`src/rtl/control_sequencer.sv`:
```
// Five-step fetch/execute sequencer with a halt latch. Every control line is
// decoded combinationally from the registered step, the halt latch, the opcode, the flags and reset.
module control_sequencer #(
   parameter bit HALT_ON_UNDEFINED = 1'b0
) (
   input  logic       clk,
   input  logic       rst,
   input  logic [7:0] instr,
   input  logic       carryFlag,
   input  logic       zeroFlag,
   output logic       hlt,
   output logic       marIn,
   output logic       ramIn,
   output logic       ramOut,
   output logic       irIn,
   output logic       irOut,
   output logic       aIn,
   output logic       aOut,
   output logic       bIn,
   output logic       sumOut,
   output logic       subtract,
   output logic       outIn,
   output logic       flagsIn,
   output logic       pcOut,
   output logic       countEnable,
   output logic       jump,
   output logic [2:0] step
);

   // state | meaning
   // T0    | fetch: PC onto bus, MAR load
   // T1    | fetch: RAM onto bus, IR load, PC increment
   // T2    | execute 1 (HLT sets the halt latch on the closing edge)
   // T3    | execute 2; also the frozen step while halted
   // T4    | execute 3
   typedef enum logic [2:0] {T0 = 3'd0, T1 = 3'd1, T2 = 3'd2, T3 = 3'd3, T4 = 3'd4} t_state_e;

   t_state_e   r_step;
   logic       r_halt;
   logic [3:0] w_op;
   logic       w_is_hlt;
   logic       w_unused;

   assign w_op     = instr[7:4];
   assign w_unused = ^instr[3:0];
   assign w_is_hlt = (w_op == 4'hF) ||
                     (HALT_ON_UNDEFINED && (w_op >= 4'h9) && (w_op <= 4'hD));
   assign step     = r_step;

   always_ff @(posedge clk or negedge rst) begin
      if (!rst) begin
         r_step <= T0;
         r_halt <= 1'b0;
      end else if (!r_halt) begin
         r_step <= (r_step == T4) ? T0 : t_state_e'(r_step + 3'd1);
         if (r_step == T2 && w_is_hlt) r_halt <= 1'b1;
      end
   end

   always_comb begin
      hlt         = 1'b0;
      marIn       = 1'b0;
      ramIn       = 1'b0;
      ramOut      = 1'b0;
      irIn        = 1'b0;
      irOut       = 1'b0;
      aIn         = 1'b0;
      aOut        = 1'b0;
      bIn         = 1'b0;
      sumOut      = 1'b0;
      subtract    = 1'b0;
      outIn       = 1'b0;
      flagsIn     = 1'b0;
      pcOut       = 1'b0;
      countEnable = 1'b0;
      jump        = 1'b0;
      if (rst && r_halt) begin
         hlt = 1'b1;
      end else if (rst) begin
         case (r_step)
            T0: begin pcOut = 1'b1; marIn = 1'b1; end
            T1: begin ramOut = 1'b1; irIn = 1'b1; countEnable = 1'b1; end
            T2: begin
               hlt = w_is_hlt;
               case (w_op)
                  4'h1, 4'h2, 4'h3, 4'h4: begin irOut = 1'b1; marIn = 1'b1; end
                  4'h5: begin irOut = 1'b1; aIn = 1'b1; end
                  4'h6: begin irOut = 1'b1; jump = 1'b1; end
                  4'h7: begin irOut = 1'b1; jump = carryFlag; end
                  4'h8: begin irOut = 1'b1; jump = zeroFlag; end
                  4'hE: begin aOut = 1'b1; outIn = 1'b1; end
                  default: ;
               endcase
            end
            T3: begin
               case (w_op)
                  4'h1:       begin ramOut = 1'b1; aIn = 1'b1; end
                  4'h2, 4'h3: begin ramOut = 1'b1; bIn = 1'b1; end
                  4'h4:       begin aOut = 1'b1; ramIn = 1'b1; end
                  default: ;
               endcase
            end
            T4: begin
               if (w_op == 4'h2 || w_op == 4'h3) begin
                  sumOut   = 1'b1;
                  aIn      = 1'b1;
                  flagsIn  = 1'b1;
                  subtract = (w_op == 4'h3);
               end
            end
            default: ;
         endcase
      end
   end

endmodule
```
`config.mk`:
```
export PLATFORM = sky130hd
export DESIGN_NAME = control_sequencer
export DESIGN_NICKNAME = d
export VERILOG_FILES = /design/src/rtl/control_sequencer.sv
export SDC_FILE = /design/constraint.sdc
export NUM_CORES = 1
export LEC_CHECK = 0
export ABC_CLOCK_PERIOD_IN_PS = 1800
export CAP_MARGIN = 30
export CORE_MARGIN = 2
export CORE_UTILIZATION = 37
export DETAILED_ROUTE_END_ITERATION = 8
export PLACE_DENSITY = 0.78
export SYNTH_ARGS = -nofsm -noshare
export SYNTH_HDL_FRONTEND = slang
export SYNTH_SLANG_ARGS = --single-unit
```
`constraint.sdc`:
```
create_clock -name clk -period 1.8 [get_ports clk]
set_input_delay 0.36 -clock clk [delete_from_list [all_inputs] [get_ports clk]]
set_output_delay 0.36 -clock clk [all_outputs]
set_load 0.03 [all_outputs]
```
==> summary.md, run 1 <==
| Metric | Value |
|---|---|
| Status | complete, but fails checks |
| Violations in the final reports | setup timing |
| Arrival @ worst endpoint | ~1.7 ns |
| Core outline area | about 1300 sq um |
| Total length of routed wires | between 1500 and 2000 um |
| Post-synthesis cell area | about 540 sq um |
| RSZ-0062 raised after global routing | true |
| Clock sink count | 4 |
| Root buf cell | clkbuf_4 |
| Number of nets in the final layout | about 130 |
| Cell Rows | 13 |
| Crit path setup slack, layout | -0.262 ns |
| Violation count after the first detailed-route iteration | 13 |
| Worst-case headroom to the max-slew limit | ~76% |
| DRC violation count after routing | 0 |
| Via count | 683 |
| Final GP Congestion | 0.729 |
| Final number of setup-violating endpoints | 9 |
| Largest stage delay on the critical path | about 0.45 ns |
| Number of buffers and inverters on the critical path | 2 |
| Total congestion overflow after global routing | 0 |
| Die Ht | roughly 42 um |
| Worst Hold Margin | around 0.15 ns |
| Worst hold path class | input pin to asynchronous set/reset pin |
| Final hold viol count | 0 |
| Worst slack at placement | -0.441 ns |
| Max Fclk | between 400 and 500 MHz |
| CTS H-tree lvls | 1 |
| Antenna Cells | 0 |
| Sequential cell area fraction in the yosys report | between 10% and 20% |
| Sequence of cells on the critical path | inv_2 -> ha_4 -> nand3b_1 -> a2111o_1 -> a21oi_4 -> buf_6 |
| Fraction of final layout cells with drive strength greater than 1 | 66.1% |
| Kind of critical path | flip-flop to output port |
| Final Core Density | 87.2% |
| Total half-perimeter wirelength after legalization and detailed placement | between 1000 and 1500 um |
| Cell Pwr Density | about 1200 nW/um^2 |
| Maxcap violations | 0 |
| Area of all placed cells without fillers | between 1000 and 1500 sq um |
| Max Buffers Root-to-Sink | 2 |
| Vias per Instance | 5.25 |
| Fin Clk Skew | ~0.012 ns |
| All-Layer GR Usage | 23.5% |
| Die Wd | 42.3 um |
| Instance count of the mapped netlist | 67 |
| Sort of element at the end of the critical path | output port |
| Mean area per synthesized cell | between 8 and 9 sq um |
| Pin count of the biggest net entering global routing | 10 |
| Most frequent cells in the layout | buf_4 (28), buf_6 (12), inv_1 (4), dlygate4sd2_1 (4) |
| Peak fanout along the critical path | 3 |
| Element type at the critical path start | flip-flop |
| CTS tree | done |
| Cell type group with the largest total delay on the critical path | compound AO/OA/AOI/OAI gates |
| Number of warning messages in the yosys log | 0 |
| Transition at the pin with the smallest max-transition slack | 0.356 ns |
| Initial core utilization | between 40% and 50% |
| Dpl cell area | 992 sq um |
| Detailed-router iteration count before antenna repair | 4 |
| ANT nets after route | 0 |
| Wire length of the first global-routing pass | 3160 um |
| Most frequent standard cell in the layout excluding fill and tap cells | buf_4 |
| Full die area | around 1800 sq um |
| Number of I/O pins | 31 |
| Count of input and output buffers | 26 |
| Post-synthesis net count | 84 |
| Leakage | between 0.5 and 0.6 nW |
| Count of hold buffers inserted by post-cts repair | 0 |
| Final Max Tran Viols | 0 |
| Number of inserted filler cells in the final layout | 69 |
| Slowest-stage cell, CP | a2111o_1 |
| Initial antenna violation count | 0 |
| Required time of the critical path | approximately 1.4 ns |
| Power after layout | 0.00140 W |
| Synthesis-stage register bit count | 4 |
| Clock transition time at the flip-flop clock pins of the worst setup and hold paths | ~0.040 ns |
| Growth of design area from synthesis to finish | 115% |
| Minimum clock period after layout | between 2 and 2.5 ns |
| Average detailed-routed wire length per instance | around 15 um |
| Maximum vdd ir drop | about 1100 uV |
| CTS Buf Count | 3 |
| Distinct cells, synth | 34 |
| Final worst-path cycle share | 115% |
| Vias in the first global route | about 700 |
| Insertion delay of the later-clocked pin in the worst-skew pair | ~0.24 ns |
-- cell usage after synthesis --
master	instances	area (sq um)
dfrtp_1	4	100
and3_1	3	18.8
a211oi_1	2	15.0
buf_6	1	11.3
a31oi_1	2	12.5
buf_4	2	15.0
o211ai_1	2	15.0
nand2b_1	1	6.26
nor3_2	1	10.0
nand2b_4	1	13.8
a21oi_1	1	5.00
a21o_1	1	7.51
xnor2_1	2	17.5
nand3_1	1	5.00
nor2b_1	3	18.8
inv_1	7	26.3
nand2_1	4	15.0
nor2b_2	1	8.76
clkbuf_2	2	10.0
or3_1	1	6.26
buf_2	1	5.00
ha_1	5	62.6
and4_1	2	17.5
a21oi_2	1	8.76
nand4_1	1	6.26
nor2_1	3	11.3
nand3b_1	2	15.0
nor3_1	2	10.0
mux2_2	1	11.3
o2111ai_1	1	8.76
o31ai_1	1	7.51
a41o_1	1	10.0
and2_1	3	18.8
a2111o_1	1	11.3
-- state kept, by name, summed over array words and instances, names as in the netlist --
register,count
r_halt,1
step,3
-- report_power, final --
part           switching [W]  internal (W)
Combinational       0.000552      0.000523
Sequential         0.0000631      0.000145
Clock              0.0000373     0.0000832
-- final cells by class --
| class | count | area (sq um) | share of cell area [%] |
|---|---|---|---|
| Multi-Input combinational cell | 50 | 547 | 47.0 |
| Timing Repair Buffer | 50 | 442 | 38.0 |
| Sequential cell | 4 | 104 | 8.92 |
| Clock buffer | 4 | 26.3 | 2.26 |
| Inverter | 7 | 26.3 | 2.26 |
| Tap cell | 15 | 18.8 | 1.61 |
-- worst reg2reg max path, delay by kind of cell, from the launching register on --
kind	cells	cell delay, ns
DFF	1	0.43
and+or+nand+nor	1	0.15
AOI/OAI and AO/OA	1	0.17
adders and majority gates	1	0.15
buffers and inverters	3	0.33
-- stage by stage --
stage	setup TNS [ns]	std cells
2_1_floorplan	-0.116	67
3_3_place_gp	-3.49	122
3_5_place_dp	-4.04	122
4_1_cts	-1.29	129
5_1_grt	-1.86	130
6_report	-1.25	130
-- layer usage --
metal  wire length [um]  share of wire (%)  track usage (%)  vias up
met1                718                 36             24.3      321
li1                   -                  -                -      332
met2               1160                 58             45.5       28
met3                109                5.5             4.31        2
met5                  0                  0                0        -
met4                  9               0.45             8.75        0
-- final timing paths --
path                                     start             endpoint  slack, ns  cells past startpoint
max                        step[0]$_DFFE_PN0N_                  aIn      -0.26                      6
min                                        rst  step[0]$_DFFE_PN0N_       0.15                      2
max reg2reg                step[1]$_DFFE_PN0N_     r_halt$_DFF_PN0_       0.44                      6
min reg2reg                step[0]$_DFFE_PN0N_  step[0]$_DFFE_PN0N_       0.67                      2
max in group asynchronous                  rst  step[1]$_DFFE_PN0N_       1.51                      2
min in group clk           step[0]$_DFFE_PN0N_  step[0]$_DFFE_PN0N_       0.67                      2
-- repair_timing --
item,CTS,global route
pin swaps,8,6
setup buffers,3,1
setup endpoints to repair,18,15
gates resized for setup,36,7
-- cell families (layout without fill, tap and decap cells) --
logic type | count (synthesis) | count (layout) | synth area share, %
AO/OA/AOI/OAI | 13 | 13 | 18.7
XOR/XNOR | 2 | 2 | 3.23
adder cells (fa/ha/maj) | 5 | 5 | 11.5
buffers and inverters | 13 | 61 | 12.5
flip-flops | 4 | 4 | 18.5
multiplexers | 1 | 1 | 2.08
AND/OR/NAND/NOR | 29 | 29 | 33.5
No activity file was read; power rests on OpenSTA's default activity.
==> run 2, diff against run 1 <==
--- a/config.mk
+++ b/config.mk
@@ -11,6 +11,7 @@
 export CORE_UTILIZATION = 37
 export DETAILED_ROUTE_END_ITERATION = 8
 export PLACE_DENSITY = 0.78
+export SKIP_CTS_REPAIR_TIMING = 1
 export SYNTH_ARGS = -nofsm -noshare
 export SYNTH_HDL_FRONTEND = slang
 export SYNTH_SLANG_ARGS = --single-unit
==> run 2 against run 1 <==
The run still ends with setup timing left. Die area unchanged. Final area increased by 1.7%. Sequential power about the same. Global-route usage decreased by 2.7 points. Routed wire length increased by 5.8%. Clock skew increased by 0.0040 ns.
==> summary.md, run 2 (synthesized netlist as in run 1, its figures left out) <==
| Metric | Value |
|---|---|
| Die Ht | approximately 42 um |
| Initial core utilization | roughly 40% |
| Worst-case headroom to the max-slew limit | about 76% |
| Total congestion overflow after global routing | 0 |
| Via count | 687 |
| Design internal power | about 0.00077 W |
| Worst reg2reg path endpoint | r_halt$_DFF_PN0_ |
| Leakage | 0.614 nW |
| Detailed-router iteration count before antenna repair | 4 |
| Violations in the final reports | setup timing |
| ANT nets after route | 0 |
| Arrival @ worst endpoint | between 1.5 and 2 ns |
| Average detailed-routed wire length per instance | 16.2 um |
| Crit path setup slack, layout | -0.277 ns |
| Sequential power share | approximately 14% |
| Sort of element at the end of the critical path | output port |
| Max Buffers Root-to-Sink | 2 |
| Area of all placed cells without fillers | ~1200 sq um |
| DRC violation count after routing | 0 |
| Status | complete, but fails checks |
| Fin Clk Skew | between 0.015 and 0.02 ns |
| Vias in the first global route | between 600 and 700 |
| Sw Pwr | between 0.0006 and 0.0007 W |
| CTS tree | done |
| Initial antenna violation count | 0 |
| Number of inserted filler cells in the final layout | 64 |
| Maximum vdd ir drop | 1020 uV |
| Flip-flop count of the largest register after layout | 3 |
| Proportion of power drawn by combinational gates | around three quarters |
| Final hold viol count | 0 |
| Wire length of the first global-routing pass | between 2000 and 3000 um |
| Largest stage delay on the critical path | about 0.44 ns |
| Vias per Instance | between 5 and 6 |
| RSZ-0062 raised after global routing | true |
| Peak fanout along the critical path | 3 |
| Total length of routed wires | ~2100 um |
| Post-route insts no fill | 130 |
| Most frequent cells in the layout | buf_4 (26), buf_6 (14), dlymetal6s2s_1 (8), inv_1 (5) |
| Max Fclk | 482 MHz |
| Number of nets in the final layout | around 130 |
| Final Max Tran Viols | 0 |
| Antenna Cells | 0 |
| Final worst-path cycle share | 115% |
| Required time of the critical path | roughly 1.4 ns |
| Clock share of power | under 10% |
| Dpl cell area | a little under 1000 sq um |
| Count of input and output buffers | 26 |
| Growth of design area from synthesis to finish | 118% |
| Fraction of final layout cells with drive strength greater than 1 | 64.3% |
| Root buf cell | clkbuf_4 |
| Setup slack of the most critical reg-to-reg path | between 0.4 and 0.5 ns |
| CTS H-tree lvls | 1 |
| Full die area | approximately 1800 sq um |
| Pin count of the biggest net entering global routing | 10 |
| Minimum clock period after layout | approximately 2.1 ns |
| Insertion delay of the later-clocked pin in the worst-skew pair | about 0.24 ns |
| CTS Buf Count | 3 |
| Sequence of cells on the critical path | ha_4 -> ha_4 -> nand2b_4 -> a2111o_1 -> a21oi_4 -> buf_6 |
| Final number of setup-violating endpoints | 10 |
| Depth of the most critical reg-to-reg path | 6 |
| Cell Count Post-Placement | approximately 120 |
| Kind of critical path | flip-flop to output port |
| Clock transition time at the flip-flop clock pins of the worst setup and hold paths | roughly 0.050 ns |
| Slowest-stage cell, CP | a2111o_1 |
| All-Layer GR Usage | 20.8% |
| Cell Rows | 13 |
| Switch share | about 46% |
| Total half-perimeter wirelength after legalization and detailed placement | roughly 1500 um |
| Transition at the pin with the smallest max-transition slack | between 0.3 and 0.4 ns |
| Die Wd | 42.3 um |
| Startpoint of the worst-slack reg-to-reg timing path | step[1]$_DFFE_PN0N_ |
| Final GP Congestion | ~0.73 |
| Violation count after the first detailed-route iteration | 14 |
| Worst hold path class | input pin to asynchronous set/reset pin |
| Number of I/O pins | 31 |
| Clock sink count | 4 |
| Core outline area | roughly 1300 sq um |
| Final Core Density | 88.7% |
| Cell Pwr Density | about 1200 nW/um^2 |
| Most used cell along the critical path | ha_4 |
| Maxcap violations | 0 |
| Element type at the critical path start | flip-flop |
| Most frequent standard cell in the layout excluding fill and tap cells | buf_4 |
| Aggregate negative setup slack | -1.61 ns |
-- run 2: metrics by stage --
stage / power, W / setup WS (ns) / hold slack [ns]
floorplan: 0.000747 / -0.0728 / 0.0644
global placement: 0.00109 / -0.386 / 0.614
detailed placement: 0.00112 / -0.441 / 0.626
CTS: 0.00125 / -0.443 / 0.405
global route: 0.00153 / -0.317 / 0.0733
finish: 0.00144 / -0.277 / 0.0499
-- run 2: layout make-up --
class,instances,area (sq um),area share [%]
flip-flops and latches,4,104,8.77
inverters,7,26.3,2.22
repair buffers,50,473,40.0
clock buffers,4,26.3,2.22
well taps,15,18.8,1.59
multi-input cells,50,536,45.2
-- run 2: critical path: cells and delay by family (launching register included) --
kind / cells / cell delay (ns)
simple gates: 1 / 0.05
fa+ha+maj: 2 / 0.30
compound gates: 2 / 0.58
buf+inv: 1 / 0.14
flops: 1 / 0.40
-- run 2: metal layers --
metal | routed length (um) | share of wire (%) | track usage (%)
met1 | 768 | 36 | 21.6
met2 | 1190 | 57 | 41.5
met3 | 90 | 4.3 | 3.45
met4 | 56 | 2.7 | 5.63
met5 | 0 | 0 | 0
-- run 2: how the worst max path moves through the flow --
stage                        start    to  cells after the start
2_1_floorplan  step[1]$_DFFE_PN0N_   aIn                      5
3_3_place_gp              instr[6]   aIn                      5
3_5_place_dp              instr[6]  jump                      6
4_1_cts                   instr[6]  jump                      6
5_1_grt        step[0]$_DFFE_PN0N_   aIn                      6
6_report       step[0]$_DFFE_PN0N_   aIn                      6
-- run 2: power by group through the flow --
stage | clock network (W) | registers [W] | logic, W
6_report | 0.000124 | 0.000209 | 0.00111
5_1_grt | 0.000134 | 0.000214 | 0.00119
4_1_cts | 0.000128 | 0.000209 | 0.000916
2_1_floorplan | 0 | 0.000274 | 0.000473
3_5_place_dp | 0 | 0.000210 | 0.000910
3_3_place_gp | 0 | 0.000205 | 0.000883
==> run 3, diff against run 2 <==
--- a/config.mk
+++ b/config.mk
@@ -11,7 +11,6 @@
 export CORE_UTILIZATION = 37
 export DETAILED_ROUTE_END_ITERATION = 8
 export PLACE_DENSITY = 0.78
-export SKIP_CTS_REPAIR_TIMING = 1
 export SYNTH_ARGS = -nofsm -noshare
 export SYNTH_HDL_FRONTEND = slang
 export SYNTH_SLANG_ARGS = --single-unit
==> results of run 3 <==
No change in the layout: final DEF, timing and power equal those of run 1.
